[config.mk]
export PLATFORM = sky130hd
export DESIGN_NAME = csi2tx_phy_lp_rx_ctrl
export DESIGN_NICKNAME = d
export VERILOG_FILES = /design/src/rtl/csi2tx_phy_pkg.sv /design/src/rtl/csi2tx_phy_sync.sv /design/src/rtl/csi2tx_phy_lp_rx_ctrl.sv
export SDC_FILE = /design/constraint.sdc
export NUM_CORES = 1
export LEC_CHECK = 0
export ABC_CLOCK_PERIOD_IN_PS = 4500
export CAP_MARGIN = 15
export CORE_ASPECT_RATIO = 1.4
export CORE_UTILIZATION = 40
export CTS_BUF_LIST = sky130_fd_sc_hd__clkbuf_16
export DETAILED_ROUTE_END_ITERATION = 12
export GPL_ROUTABILITY_DRIVEN = 0
export PLACE_DENSITY = 0.71
export SKIP_LAST_GASP = 1
export SLEW_MARGIN = 5
export SYNTH_ARGS = -nofsm -noshare
export SYNTH_HDL_FRONTEND = slang
export SYNTH_SLANG_ARGS = --single-unit
export TNS_END_PERCENT = 30
[constraint.sdc]
create_clock -name clk_esc -period 4.5 [get_ports clk_esc]
set_input_delay 1.125 -clock clk_esc [delete_from_list [all_inputs] [get_ports clk_esc]]
set_output_delay 1.125 -clock clk_esc [all_outputs]
set_load 0.02 [all_outputs]
[src/rtl/csi2tx_phy_pkg.sv]
// rtl/csi2tx_phy_pkg.sv - shared types and constants for the D-PHY LP receive controller
//
// Contents:
//   lp_fsm_t       : LP receive FSM state encoding
//   LP_11..LP_00   : synchronised line states {dp,dn}
//   ESC_CMD_*      : escape entry command bytes
//   is_mark()      : true for the LP-10 / LP-01 mark states
package csi2tx_phy_pkg;

    typedef enum logic [3:0] {
        ST_STOP,
        ST_HS_RQST,
        ST_HS_PREP,
        ST_HS_RX,
        ST_ESC_RQST,
        ST_ESC_BRDG,
        ST_ESC_ENTRY,
        ST_ESC_CMD,
        ST_ESC_LPDT,
        ST_ESC_ULPS,
        ST_WAIT_STOP
    } lp_fsm_t;

    localparam logic [1:0] LP_11 = 2'b11;
    localparam logic [1:0] LP_10 = 2'b10;
    localparam logic [1:0] LP_01 = 2'b01;
    localparam logic [1:0] LP_00 = 2'b00;

    localparam logic [7:0] ESC_CMD_LPDT    = 8'hE1;
    localparam logic [7:0] ESC_CMD_ULPS    = 8'h1E;
    localparam logic [7:0] ESC_CMD_TRIG_RST = 8'h62;
    localparam logic [7:0] ESC_CMD_TRIG_U3 = 8'h5D;
    localparam logic [7:0] ESC_CMD_TRIG_U4 = 8'h21;
    localparam logic [7:0] ESC_CMD_TRIG_U5 = 8'hA0;

    function automatic logic is_mark(input logic [1:0] s);
        return (s == LP_10) || (s == LP_01);
    endfunction

endpackage

[src/rtl/csi2tx_phy_sync.sv]
// rtl/csi2tx_phy_sync.sv - N-stage flop synchroniser for asynchronous single-bit inputs
//
// Ports:
//   clk   : destination clock
//   rst_n : asynchronous active-low reset, loads RESET_VAL into every stage
//   d     : asynchronous input
//   q     : synchronised output, STAGES cycles behind d
module csi2tx_phy_sync #(
    parameter int   STAGES    = 2,
    parameter logic RESET_VAL = 1'b0
) (
    input  logic clk,
    input  logic rst_n,
    input  logic d,
    output logic q
);

    logic [STAGES-1:0] sr;

    always_ff @(posedge clk or negedge rst_n) begin
        if (!rst_n) begin
            sr <= {STAGES{RESET_VAL}};
        end else begin
            sr <= {sr[STAGES-2:0], d};
        end
    end

    assign q = sr[STAGES-1];

endmodule

[src/rtl/csi2tx_phy_lp_rx_ctrl.sv]
// rtl/csi2tx_phy_lp_rx_ctrl.sv - LP receive controller for one D-PHY data lane
//
// Decodes synchronised LP line states into HS entry, escape commands, LPDT
// bytes and ULPS, and drives the AFE HS receiver enable.
//
// Ports:
//   clk_esc, rst_esc_n        : escape clock, asynchronous active-low reset
//   enable                    : lane enable, 0 parks the FSM and clears outputs
//   lp_rcv_dp/dn              : asynchronous LP receiver outputs
//   lp_cd_low/high            : asynchronous contention flags
//   hs_rx_en                  : HS receiver enable
//   lp_state                  : registered synchronised line state {dp,dn}
//   rx_esc_data, rx_valid_esc : LPDT byte and its one-cycle strobe
//   rx_lpdt_esc, rx_ulps_esc  : LPDT / ULPS mode active
//   rx_trigger_esc            : trigger pulses [0]=reset, [1..3]=unknown-3/4/5
//   err_*                     : one-cycle error pulses
module csi2tx_phy_lp_rx_ctrl
    import csi2tx_phy_pkg::*;
#(
    parameter int HS_SETTLE_CNT = 8,
    parameter int SYNC_STAGES   = 2
) (
    input  logic       clk_esc,
    input  logic       rst_esc_n,
    input  logic       enable,
    input  logic       lp_rcv_dp,
    input  logic       lp_rcv_dn,
    input  logic       lp_cd_low,
    input  logic       lp_cd_high,
    output logic       hs_rx_en,
    output logic [1:0] lp_state,
    output logic [7:0] rx_esc_data,
    output logic       rx_valid_esc,
    output logic       rx_lpdt_esc,
    output logic       rx_ulps_esc,
    output logic [3:0] rx_trigger_esc,
    output logic       err_esc,
    output logic       err_syncesc,
    output logic       err_control,
    output logic       err_contention
);

    localparam int              CNT_W    = (HS_SETTLE_CNT > 1) ? $clog2(HS_SETTLE_CNT) : 1;
    localparam logic [CNT_W-1:0] CNT_LAST = CNT_W'(HS_SETTLE_CNT - 1);

    logic       s_dp, s_dn, s_cd, primed;
    logic [1:0] s_line;
    logic       cd_q, cont_rise;

    lp_fsm_t          state_q, state_d;
    logic [CNT_W-1:0] cnt_q, cnt_d;
    logic [2:0]       bit_cnt_q, bit_cnt_d;
    logic [7:0]       sr_q, sr_d, shifted, data_d;
    logic             pend_q, pend_d, pend_bit_q, pend_bit_d;
    logic             valid_d, err_esc_d, err_sync_d, err_ctrl_d, err_cont_d;
    logic [3:0]       trig_d;

    csi2tx_phy_sync #(.STAGES(SYNC_STAGES), .RESET_VAL(1'b1)) u_sync_dp (
        .clk(clk_esc), .rst_n(rst_esc_n), .d(lp_rcv_dp), .q(s_dp)
    );
    csi2tx_phy_sync #(.STAGES(SYNC_STAGES), .RESET_VAL(1'b1)) u_sync_dn (
        .clk(clk_esc), .rst_n(rst_esc_n), .d(lp_rcv_dn), .q(s_dn)
    );
    csi2tx_phy_sync #(.STAGES(SYNC_STAGES), .RESET_VAL(1'b0)) u_sync_cd (
        .clk(clk_esc), .rst_n(rst_esc_n), .d(lp_cd_low | lp_cd_high), .q(s_cd)
    );
    // Rises once the data synchronisers hold real line samples rather than
    // their reset value, so the FSM cannot leave WAIT_STOP on a fake LP-11.
    csi2tx_phy_sync #(.STAGES(SYNC_STAGES), .RESET_VAL(1'b0)) u_sync_prime (
        .clk(clk_esc), .rst_n(rst_esc_n), .d(1'b1), .q(primed)
    );

    assign s_line    = {s_dp, s_dn};
    assign cont_rise = s_cd & ~cd_q;

    // Marks are held as pending and committed when the line returns to
    // LP-00; the mark-1 of an exit (LP-10 then LP-11) is therefore dropped
    // and never counted as data.
    always_comb begin
        state_d    = state_q;
        cnt_d      = cnt_q;
        bit_cnt_d  = bit_cnt_q;
        sr_d       = sr_q;
        pend_d     = pend_q;
        pend_bit_d = pend_bit_q;
        shifted    = 8'h00;
        data_d     = rx_esc_data;
        valid_d    = 1'b0;
        trig_d     = 4'b0000;
        err_esc_d  = 1'b0;
        err_sync_d = 1'b0;
        err_ctrl_d = 1'b0;
        err_cont_d = 1'b0;

        if (!enable) begin
            state_d   = ST_WAIT_STOP;
            cnt_d     = '0;
            bit_cnt_d = 3'd0;
            sr_d      = 8'h00;
            pend_d    = 1'b0;
            data_d    = 8'h00;
        end else if (!primed) begin
            state_d = ST_WAIT_STOP;
        end else if (cont_rise) begin
            err_cont_d = 1'b1;
            state_d    = ST_WAIT_STOP;
            pend_d     = 1'b0;
        end else begin
            case (state_q)
                ST_STOP: begin
                    if (s_line == LP_01) state_d = ST_HS_RQST;
                    else if (s_line == LP_10) state_d = ST_ESC_RQST;
                end
                ST_HS_RQST: begin
                    if (s_line == LP_00) begin
                        state_d = ST_HS_PREP;
                        cnt_d   = '0;
                    end else if (s_line == LP_11) begin
                        state_d = ST_STOP;
                    end else if (s_line == LP_10) begin
                        err_ctrl_d = 1'b1;
                        state_d    = ST_WAIT_STOP;
                    end
                end
                ST_HS_PREP: begin
                    if (s_line == LP_00) begin
                        if (cnt_q == CNT_LAST) state_d = ST_HS_RX;
                        else cnt_d = cnt_q + 1'b1;
                    end else if (s_line == LP_11) begin
                        state_d = ST_STOP;
                    end else begin
                        err_ctrl_d = 1'b1;
                        state_d    = ST_WAIT_STOP;
                    end
                end
                ST_HS_RX: begin
                    if (s_line == LP_11) state_d = ST_STOP;
                end
                ST_ESC_RQST: begin
                    if (s_line == LP_00) state_d = ST_ESC_BRDG;
                    else if (s_line == LP_11) state_d = ST_STOP;
                    else if (s_line == LP_01) begin
                        err_ctrl_d = 1'b1;
                        state_d    = ST_WAIT_STOP;
                    end
                end
                ST_ESC_BRDG: begin
                    if (s_line == LP_01) state_d = ST_ESC_ENTRY;
                    else if (s_line == LP_11) state_d = ST_STOP;
                    else if (s_line == LP_10) begin
                        err_ctrl_d = 1'b1;
                        state_d    = ST_WAIT_STOP;
                    end
                end
                ST_ESC_ENTRY: begin
                    if (s_line == LP_00) begin
                        state_d   = ST_ESC_CMD;
                        bit_cnt_d = 3'd0;
                        sr_d      = 8'h00;
                        pend_d    = 1'b0;
                    end else if (s_line == LP_11) begin
                        state_d = ST_STOP;
                    end else if (s_line == LP_10) begin
                        err_ctrl_d = 1'b1;
                        state_d    = ST_WAIT_STOP;
                    end
                end
                ST_ESC_CMD, ST_ESC_LPDT: begin
                    if (s_line == LP_00) begin
                        if (pend_q) begin
                            pend_d    = 1'b0;
                            bit_cnt_d = bit_cnt_q + 3'd1;
                            if (state_q == ST_ESC_CMD) begin
                                shifted = {sr_q[6:0], pend_bit_q};
                                sr_d    = shifted;
                                if (bit_cnt_q == 3'd7) begin
                                    sr_d = 8'h00;
                                    case (shifted)
                                        ESC_CMD_LPDT:     state_d = ST_ESC_LPDT;
                                        ESC_CMD_ULPS:     state_d = ST_ESC_ULPS;
                                        ESC_CMD_TRIG_RST: begin trig_d = 4'b0001; state_d = ST_WAIT_STOP; end
                                        ESC_CMD_TRIG_U3:  begin trig_d = 4'b0010; state_d = ST_WAIT_STOP; end
                                        ESC_CMD_TRIG_U4:  begin trig_d = 4'b0100; state_d = ST_WAIT_STOP; end
                                        ESC_CMD_TRIG_U5:  begin trig_d = 4'b1000; state_d = ST_WAIT_STOP; end
                                        default: begin
                                            err_esc_d = 1'b1;
                                            state_d   = ST_WAIT_STOP;
                                        end
                                    endcase
                                end
                            end else begin
                                shifted = {pend_bit_q, sr_q[7:1]};
                                sr_d    = shifted;
                                if (bit_cnt_q == 3'd7) begin
                                    data_d  = shifted;
                                    valid_d = 1'b1;
                                end
                            end
                        end
                    end else if (s_line == LP_11) begin
                        state_d = ST_STOP;
                        pend_d  = 1'b0;
                        if (state_q == ST_ESC_LPDT && bit_cnt_q != 3'd0) err_sync_d = 1'b1;
                    end else if (lp_state == LP_00) begin
                        pend_d     = 1'b1;
                        pend_bit_d = (s_line == LP_10);
                    end else if (is_mark(lp_state) && lp_state != s_line) begin
                        err_ctrl_d = 1'b1;
                        pend_d     = 1'b0;
                        state_d    = ST_WAIT_STOP;
                    end
                end
                ST_ESC_ULPS: begin
                    if (s_line == LP_11) state_d = ST_STOP;
                end
                ST_WAIT_STOP: begin
                    if (s_line == LP_11) state_d = ST_STOP;
                end
                default: state_d = ST_WAIT_STOP;
            endcase
        end
    end

    always_ff @(posedge clk_esc or negedge rst_esc_n) begin
        if (!rst_esc_n) begin
            state_q        <= ST_WAIT_STOP;
            cnt_q          <= '0;
            bit_cnt_q      <= 3'd0;
            sr_q           <= 8'h00;
            pend_q         <= 1'b0;
            pend_bit_q     <= 1'b0;
            cd_q           <= 1'b0;
            lp_state       <= LP_11;
            hs_rx_en       <= 1'b0;
            rx_esc_data    <= 8'h00;
            rx_valid_esc   <= 1'b0;
            rx_lpdt_esc    <= 1'b0;
            rx_ulps_esc    <= 1'b0;
            rx_trigger_esc <= 4'b0000;
            err_esc        <= 1'b0;
            err_syncesc    <= 1'b0;
            err_control    <= 1'b0;
            err_contention <= 1'b0;
        end else begin
            state_q        <= state_d;
            cnt_q          <= cnt_d;
            bit_cnt_q      <= bit_cnt_d;
            sr_q           <= sr_d;
            pend_q         <= pend_d;
            pend_bit_q     <= pend_bit_d;
            cd_q           <= s_cd;
            lp_state       <= s_line;
            hs_rx_en       <= (state_d == ST_HS_RX);
            rx_esc_data    <= data_d;
            rx_valid_esc   <= valid_d;
            rx_lpdt_esc    <= (state_d == ST_ESC_LPDT);
            rx_ulps_esc    <= (state_d == ST_ESC_ULPS);
            rx_trigger_esc <= trig_d;
            err_esc        <= err_esc_d;
            err_syncesc    <= err_sync_d;
            err_control    <= err_ctrl_d;
            err_contention <= err_cont_d;
        end
    end

endmodule

==> results.ini <==
[timing]
worst_pin_slew_ps=784
finClkSkew_ps=6.83
slew_viol_final=0
finalSetupTns_ps=0
max_freq_mhz=343
final_setup_violation_count=0
final.period_utilization_pct=64.9
max_slew_margin_pct=47.4
rsz0062_at_grt=false
timing.final.hold_violations=0
finalCriticalPeriod_ps=2920

[global_routing]
grt_first_pass_wirelength_um=9450
antenna_found_initial=0
vias_in_the_first_global_route=2059
congestion_overflow_gr=0
grtUsageTotal_pct=16.2
grt_max_degree=52

[clocking]
worstSkewPairLatency_ps=290
numCtsBuffers=5
postCtsResizedCells=0
number_of_clock_sinks_seen_by_cts=51
clkTransAtPathRegs_ps=70
tritoncts=built
clock_tree.htree_level_count=2
cts_hold_buf=0
ctsRootBufferMaster=sky130_fd_sc_hd__clkbuf_16
clockBufferDepth=2
post_cts.repair.setup_buffers=0

[yosys]
synth-compound-area-share_pct=14.7
synthesis.nets=315
synthesis.yosys.warnings=0
post-synth-top-count-cell=sky130_fd_sc_hd__dfrtp_1
yosys.area_share.xor_xnor_pct=0.921
mux_contribution_to_synthesized_area_pct=5.48
synth_top_family_by_area=simple AND/OR/NAND/NOR gates
yosys.area_share.simple_pct=22.7
yosysUniqueCellTypes=63
ys_seq_area_share_pct=45.1
syn_area_per_cell_um2=9.63
synthAdderAreaFrac_pct=5.27
async_flop_share_pct=100
synth-edff-count=0
synth.ff_latch_count=51
synth_top_area_share_pct=37.7
synthTopCellsByCount=43 x sky130_fd_sc_hd__dfrtp_1, 25 x sky130_fd_sc_hd__nor2_1, 21 x sky130_fd_sc_hd__o21ai_0, 20 x sky130_fd_sc_hd__a21oi_1, 20 x sky130_fd_sc_hd__nand2_1
synth_top_area_cell=sky130_fd_sc_hd__dfrtp_1
synth.cell_area_um2=2850
syn_inst=296
yosys-top-cells-area=sky130_fd_sc_hd__dfrtp_1 38%, sky130_fd_sc_hd__dfstp_2 7.4%, sky130_fd_sc_hd__ha_1 5.3%
ys.flop_type=sky130_fd_sc_hd__dfrtp_1

[final_layout]
nNetsFinal=334
final.fill_count=675
final_layout_size_suffix_gt1_share_pct=10.1
n_antenna_cell=0
final-instance-count-excl-fill=411
areaGrowthSynthToFinish_pct=17.4

[run]
maxCapViolCount=0

[route]
drt-wirelength-per-cell_um=14.1
drt_first_iter_violations=149
route.vias.total=2205
highest_layer=met4
m1WireLength_um=2520
met2RoutedLength_um=2870
via_per_inst=5.36
met3_length_um=222
detail_route.first_pass.iterations=4
drc=0
postRouteAntennaNets=0
drt-total-wl_um=5780

[pwr]
worst_ir_drop_vdd_mv=0.266
cellLeakagePower_nw=1.41
pwr_density_cell_nw_per_um2=296

[placement]
buffer_ports.inserted=28
placed_cells_incl_taps=402
dp_hpwl_um=4080

[setup_path]
crit_chain=clkdlybuf4s50_1 -> and2_1 -> o211ai_2 -> a31o_1 -> a2111oi_2 -> o21ai_1 -> and4_1
critPathLaunchType=input port
slowest_stage=sky130_fd_sc_hd__clkdlybuf4s50_1
critical_path_peak_fanout=8
worstSetupEndpointType=flop
critPathMaxStageDelay_ps=600
required_ps=4680
crit_arrival_ps=3100
crit_type=input port to flop

[worst_hold_path]
holdCritPathClass=flop to flop

[floorplanning]
initial_utilization_pct=41.1
fp.dieW_um=73.4
die_outline_area_um2=7470
die-height_um=102
row_count=36
core_region_area_um2=6940
ioPinCount=29

[status]
result_of_the_run=complete, no violations

==> area by class of cell <==
| cell class | count | area (um2) | share of cell area [%] |
|---|---|---|---|
| multi-input cells | 209 | 1410 | 42.0 |
| inverters | 19 | 71.3 | 2.13 |
| well taps | 95 | 119 | 3.55 |
| clock inverters | 3 | 46.3 | 1.38 |
| repair buffers | 29 | 295 | 8.82 |
| flip-flops and latches | 51 | 1290 | 38.4 |
| clock buffers | 5 | 125 | 3.74 |
==> cell usage in the layout (no fill, tap or decap), drive strengths merged, types with 2 or more instances in the layout <==
cell,instances
a2111oi,4
a21boi,2
a21oi,21
a22o,2
and2,2
and3,3
buf,2
clkbuf,5
clkdlybuf4s50,27
dfrtp,43
dfstp,8
ha,12
inv,19
mux2,2
mux2i,13
nand2,21
nand2b,5
nand3,7
nand3b,3
nand4,3
nand4b,2
nor2,25
nor2b,5
nor3,9
nor3b,11
nor4,2
nor4b,2
o21ai,24
or2,2
or3,4
or4b,2
xnor2,3
==> critical path, delay by kind of cell <==
kind	cells	cell delay (ps)
AO/OA/AOI/OAI	4	900
buffers and inverters	1	600
AND/OR/NAND/NOR	2	470
==> final timing paths <==
kind	start	end	slack [ps]	cells after the start
hold / removal	u_sync_prime.sr[0]	u_sync_prime.sr[1]	350	0
max in group asynchronous	rst_esc_n	state_q[1]	3200	2
hold reg to reg	u_sync_prime.sr[0]	u_sync_prime.sr[1]	350	0
min in group asynchronous	rst_esc_n	cnt_q[2]	730	1
setup reg to reg	u_sync_dn.sr[1]	bit_cnt_q[1]	1920	6
setup / recovery	enable	hs_rx_en	1580	7
==> per-stage QoR <==
step	worst slack (ps)	power [W]	hold slack (ps)	area, um2	util (%)
after CTS	1570	0.00100	353	3330	48.0
after global placement	1330	0.000565	334	3160	45.5
after detailed placement	1270	0.000567	337	3160	45.5
final	1580	0.000991	350	3350	48.3
after global routing	1410	0.00103	353	3350	48.3
after floorplan	2100	0.000536	331	2850	-
==> power breakdown <==
group	internal [W]	switching [W]	total (W)
logic	0.0000316	0.0000489	0.0000804
registers	0.000469	0.0000112	0.000480
clock network	0.000264	0.000166	0.000430
total	0.000765	0.000226	0.000991
==> cell families after synthesis <==
kind of cell	Yosys count
multiplexers	15
flip-flops	51
buffers and inverters	36
adder cells (fa/ha/maj)	12
AND/OR/NAND/NOR	112
XOR/XNOR	3
AO/OA/AOI/OAI	66
other	1
==> state kept, by name, indices dropped and copies added, names as in the netlist <==
signal,cells
cnt_q,3
state_q,4
err_control,1
hs_rx_en,1
u_sync_dp.sr,2
bit_cnt_q,3
u_sync_dn.sr,2
cd_q,1
err_syncesc,1
u_sync_prime.sr,2
u_sync_cd.sr,2
lp_state,2
sr_q,8
rx_trigger_esc,4
pend_q,1
rx_lpdt_esc,1
rx_valid_esc,1
pend_bit_q,1
err_contention,1
rx_ulps_esc,1
rx_esc_data,8
err_esc,1
==> per-layer routing <==
layer	global-route usage, %	vias up
li1	-	1077
met1	19.5	1046
met2	27.6	68
met3	3.25	14
met4	7.54	0
met5	0	-
(Power assumes the default switching activity.)
